### config.mk
export PLATFORM = sky130hd
export DESIGN_NAME = div_sequencer
export DESIGN_NICKNAME = d
export VERILOG_FILES = /design/src/rtl/div_sequencer_pkg.sv /design/src/rtl/div_sequencer.sv
export SDC_FILE = /design/constraint.sdc
export NUM_CORES = 1
export LEC_CHECK = 0
export CAP_MARGIN = 20
export CORE_AREA = 2 2 85 119
export DETAILED_ROUTE_END_ITERATION = 7
export DIE_AREA = 0 0 87 121
export PLACE_DENSITY = 0.84
export REMOVE_ABC_BUFFERS = 1
export SYNTH_ARGS = -nofsm -noshare
export SYNTH_HDL_FRONTEND = slang
export SYNTH_SLANG_ARGS = --single-unit
### constraint.sdc
create_clock -name clock -period 5.25 [get_ports clock]
set_clock_uncertainty 0.2 [all_clocks]
set_input_delay 1.05 -clock clock [delete_from_list [all_inputs] [get_ports clock]]
set_output_delay 1.05 -clock clock [all_outputs]
set_load 0.02 [all_outputs]
### src/rtl/div_sequencer_pkg.sv
// Shared definitions for the divider control stage: data width, FSM state codes
// and the quotient reported for a zero divisor.
package div_sequencer_pkg;

  localparam int DATA_WIDTH = 32;

  typedef enum logic [1:0] {
    DIV_IDLE  = 2'd0,
    DIV_ISSUE = 2'd1,
    DIV_WAIT  = 2'd2,
    DIV_DONE  = 2'd3
  } div_state_e;

  localparam logic [DATA_WIDTH-1:0] DIV_ZERO_RESULT = '1;

endpackage

### src/rtl/div_sequencer.sv
// Control stage around an external enable-pulsed divider; zero divisors are
// answered directly, otherwise pulse enable, wait LATENCY cycles, capture.
module div_sequencer
  import div_sequencer_pkg::*;
#(
  parameter int W       = DATA_WIDTH,
  parameter int LATENCY = 1
) (
  input  logic         clock,
  input  logic         reset,
  input  logic         req_valid,
  output logic         req_ready,
  input  logic [W-1:0] req_op1,
  input  logic [W-1:0] req_op2,
  output logic         div_enable,
  output logic [W-1:0] div_op1,
  output logic [W-1:0] div_op2,
  input  logic [W-1:0] div_result,
  output logic         rsp_valid,
  input  logic         rsp_ready,
  output logic [W-1:0] rsp_result,
  output logic         rsp_div_zero,
  output logic         busy
);

  localparam logic [3:0] LAT = 4'(LATENCY);

  div_state_e state;
  logic [3:0] count;

  // Handshake-facing status depends on state alone, keeping rsp_ready off req_ready.
  assign req_ready = (state == DIV_IDLE);
  assign busy      = (state != DIV_IDLE);

  always_ff @(posedge clock) begin
    if (reset) begin
      state        <= DIV_IDLE;
      count        <= 4'd0;
      div_enable   <= 1'b0;
      rsp_valid    <= 1'b0;
      rsp_div_zero <= 1'b0;
      div_op1      <= '0;
      div_op2      <= '0;
      rsp_result   <= '0;
    end else begin
      case (state)
        DIV_IDLE: begin
          if (req_valid) begin
            div_op1 <= req_op1;
            div_op2 <= req_op2;
            if (req_op2 == '0) begin
              rsp_result   <= W'(DIV_ZERO_RESULT);
              rsp_div_zero <= 1'b1;
              rsp_valid    <= 1'b1;
              state        <= DIV_DONE;
            end else begin
              div_enable <= 1'b1;
              state      <= DIV_ISSUE;
            end
          end
        end
        DIV_ISSUE: begin
          div_enable <= 1'b0;
          count      <= LAT;
          state      <= DIV_WAIT;
        end
        DIV_WAIT: begin
          count <= count - 4'd1;
          if (count == 4'd1) begin
            rsp_result   <= div_result;
            rsp_div_zero <= 1'b0;
            rsp_valid    <= 1'b1;
            state        <= DIV_DONE;
          end
        end
        DIV_DONE: begin
          if (rsp_ready) begin
            rsp_valid <= 1'b0;
            state     <= DIV_IDLE;
          end
        end
        default: state <= DIV_IDLE;
      endcase
    end
  end

endmodule

==> metrics.md <==
| Metric | Value |
|---|---|
| Outcome | `finished, final reports clean` |
| Min-delay src | `div_op2[19]$_SDFFE_PP0P_` |
| Synth Area in XOR/XNOR | `0%` |
| Leading area contributor after synthesis | `dfxtp_1` |
| Net Sw Frac | `32.80%` |
| PwrDens | `412.7 mW/mm^2` |
| Vias in the first global route | `~3700` |
| Clk pin slew, worst setup/hold paths | `0.07 ns` |
| CTS tree | `built` |
| Worst EP required | `roughly 4 ns` |
| Share of cells above drive strength 1 | `5.272%` |
| FF-to-FF setup slack | `2.60 ns` |
| Yosys cell types | `36` |
| Initial antenna violation count | `0` |
| Post-route ant nets | `0` |
| First-pass GRT wire length | `18590 um` |
| Root buffer cell | `clkbuf_16` |
| Kind of critical path | `flip-flop to primary output` |
| Final period util | `61.55%` |
| Reported max-cap violation count | `0` |
| Reg area | `0.002102 sq mm` |
| Worst VDD drop | `0.2176 mV` |
| Worst-margin pin slew | `about 1.0 ns` |
| Worst skew pair latency | `between 0.3 and 0.4 ns` |
| Compound-cell area share of the yosys netlist | `20.03%` |
| Fin nets | `~730` |
| Ys flop type | `dfxtp_1` |
| RSZ-0062 raised after global routing | `false` |
| Total Die Area | `0.01053 sq mm` |
| Largest net degree at the start of global routing | `76` |
| Largest family of logic cells by synthesized area | `compound AO/OA/AOI/OAI gates` |
| Initial detailed-routing violation count | `about 180` |
| Yosys top cell area share | `53.15%` |
| Cts hold-fix bufs | `0` |
| Initial core utilization | `42.05%` |
| Int Power | `1.750 mW` |
| Ys async rst share | `0%` |
| LEAKAGE | `2.271 nW` |
| RR Endpoint | `rsp_result[12]$_SDFFE_PP0P_` |
| Clock buffer count from CTS | `9` |
| Final HPWL DP | `8559 um` |
| Fillers | `734` |
| Detailed Routing Iterations Pass 1 | `4` |
| Dpl ws | `1.200 ns` |
| Multi-input gate area | `0.001653 sq mm` |
| Gate power share | `34.5%` |
| Post-layout util | `approximately two thirds` |
| Hold Path Cell Cnt | `2` |
| Normalized max-slew margin | `approximately a third` |
| DRC viols | `0` |
| Ranking of synthesized cells by area | `dfxtp_1 (53%), nand2_1 (13%), a21oi_1 (9.0%)` |
| Cells after Synth | `436` |
| Period minus WS final | `between 3 and 4 ns` |
| Final WS setup | `2.018 ns` |
| Clock power share | `27.1%` |
| Switching power | `around 0.85 mW` |
| Final Setup Violations | `0` |
| Post-CTS resize count | `0` |
| Clock Path Buffers | `2` |
| Post-Route Setup TNS | `0 ns` |
| Routed len/inst | `16.51 um` |
| Total Routing Usage GR | `between 20% and 30%` |
| Ys Warns | `0` |
| Total grt overflow | `0` |
| Seq pwr share | `38.4%` |
| Via Count | `3858` |
| Number of buffers added on ports | `200` |
| Inst Count DP | `roughly 700` |
| RePlAce Congestion | `between 0.8 and 0.9` |
| Die Y-Extent | `between 100 and 150 um` |
| Row cnt | `42` |
| Worst Hold Path EP | `div_op2[19]$_SDFFE_PP0P_` |
| Number of diodes | `0` |
| Reg2Reg Depth | `8` |
| FMAX | `309.4 MHz` |
| Setup bufs post-CTS | `0` |
| Core Footprint | `0.009407 sq mm` |
| Post-synthesis register bit count | `105` |
| H-tree depth | `3` |
| Final Non-Filler Cells | `736` |
| HP Class | `flip-flop to flip-flop` |
| Post-synthesis mux area share | `less than 1%` |
| R2r startpoint | `state[0]$_SDFFE_PP0P_` |
| Clock Sinks | `105` |
| CP max FO | `8` |
| Syn avg cell area | `around 9.1 sq um` |
| Area Growth Syn to Fin | `59.57%` |
| Chip width | `87 um` |
| Pins Over Slew Limit | `0` |
| # IOs | `201` |
| Final Power | `2.604 mW` |
| Final hold violations | `0` |
| Number of synthesized flops with an enable pin | `0` |
| Startpoint Class | `flip-flop` |
| CP endpoint kind | `primary output` |
| Worst EP arrival | `~2 ns` |
| Synth Area in Simple Gates | `18.95%` |
| Sequential fraction of the synthesis area | `53.15%` |
| Post-Synth Adder-Cell Area | `~2.2%` |
| Vias per cell | `approximately 5.2` |
| WL final | `12160 um` |
| Mapped cell area | `0.003955 sq mm` |
[per-layer routing]
metal	vias up	global-route usage [%]	share of wire (%)
li1	1879	-	-
met1	1801	25.86	38
met2	141	39.36	52
met3	37	3.265	4.6
met4	0	13.67	4.7
met5	-	0	0
[power by group through the flow]
stage,Combinational [mW],Sequential (mW),Clock (mW)
2_1_floorplan,0.311,1.15,0
3_3_place_gp,0.879,1.01,0
3_5_place_dp,0.896,1.02,0
4_1_cts,0.901,1.00,0.724
5_1_grt,0.967,1.01,0.749
6_report,0.898,0.999,0.707
[worst max-delay path, cell delays in order (launching register included)]
cell and delay (ns):
dfxtp_1 0.39, inv_1 0.10, ha_1 0.31, inv_1 0.20, clkdlybuf4s50_1 0.64
[worst max path at each step]
stage                           from                          end  slack [ns]  depth (start not counted)
2_1_floorplan              req_valid   rsp_result[0]$_SDFFE_PP0P_        1.22                          4
3_3_place_gp             req_op2[14]  rsp_result[18]$_SDFFE_PP0P_        1.29                          6
3_5_place_dp             req_op2[14]  rsp_result[12]$_SDFFE_PP0P_        1.20                          6
4_1_cts                  req_op2[14]  rsp_result[12]$_SDFFE_PP0P_        1.54                          6
5_1_grt                  req_op2[14]  rsp_result[22]$_SDFFE_PP0P_        1.86                          7
6_report       state[0]$_SDFFE_PP0P_                         busy        2.02                          4
[flip-flops by register name (all words and copies together), names as in the netlist]
name,count
div_enable,1
count,4
state,2
div_op1,32
rsp_result,32
rsp_valid,1
rsp_div_zero,1
div_op2,32
[cell usage after synthesis (2+ instances only)]
master    instances
nand2_1         133
dfxtp_1         105
a21oi_1          71
o221a_1          31
clkbuf_1         24
inv_1            10
nor2_1           10
ha_1              7
nor4_1            4
o21ai_0           4
buf_12            3
buf_2             3
nor4_2            3
a31oi_1           2
nand3_1           2
nand3b_1          2
nor4_4            2
or3_1             2
[cell families (layout without fill, tap and decap cells)]
family                     Yosys count  count (layout)
buffers and inverters               41             231
and+or+nand+nor                    167             167
DFF                                105             105
adders and majority gates            7               7
AOI/OAI and AO/OA                  115             115
muxes                                1               1
[cell type report]
cell class | instances | share of cell area (%)
inverter | 10 | 0.5948
tap | 110 | 2.181
sequential | 105 | 33.31
clock inverter | 3 | 0.7335
timing repair buffer | 205 | 32.55
clock buffer | 13 | 4.441
multi-input combinational | 290 | 26.19
[stage by stage]
| step | hold WS [ns] | instance area [sq um] |
|---|---|---|
| 6_report | 0.2534 | 6311 |
| 5_1_grt | 0.2671 | 6311 |
| 4_1_cts | 0.2561 | 6284 |
| 3_5_place_dp | 0.2465 | 5957 |
| 3_3_place_gp | 0.2401 | 5957 |
| 2_1_floorplan | 0.2485 | 3779 |
[cell usage in the layout (no fill, tap or decap), types with 2 or more instances in the layout]
master	synthesis	routed
clkdlybuf4s50_1	0	199
nand2_1	133	132
dfxtp_1	105	105
a21oi_1	71	71
o221a_1	31	31
inv_1	10	10
nor2_1	10	9
clkbuf_16	0	9
ha_1	7	7
nor4_1	4	4
o21ai_0	4	4
clkbuf_8	0	4
buf_4	0	4
nor4_2	3	3
nor4_4	2	2
nand3_1	2	2
nand3b_1	2	2
or3_1	2	2
a31oi_1	2	2
(Power assumes the default switching activity.)
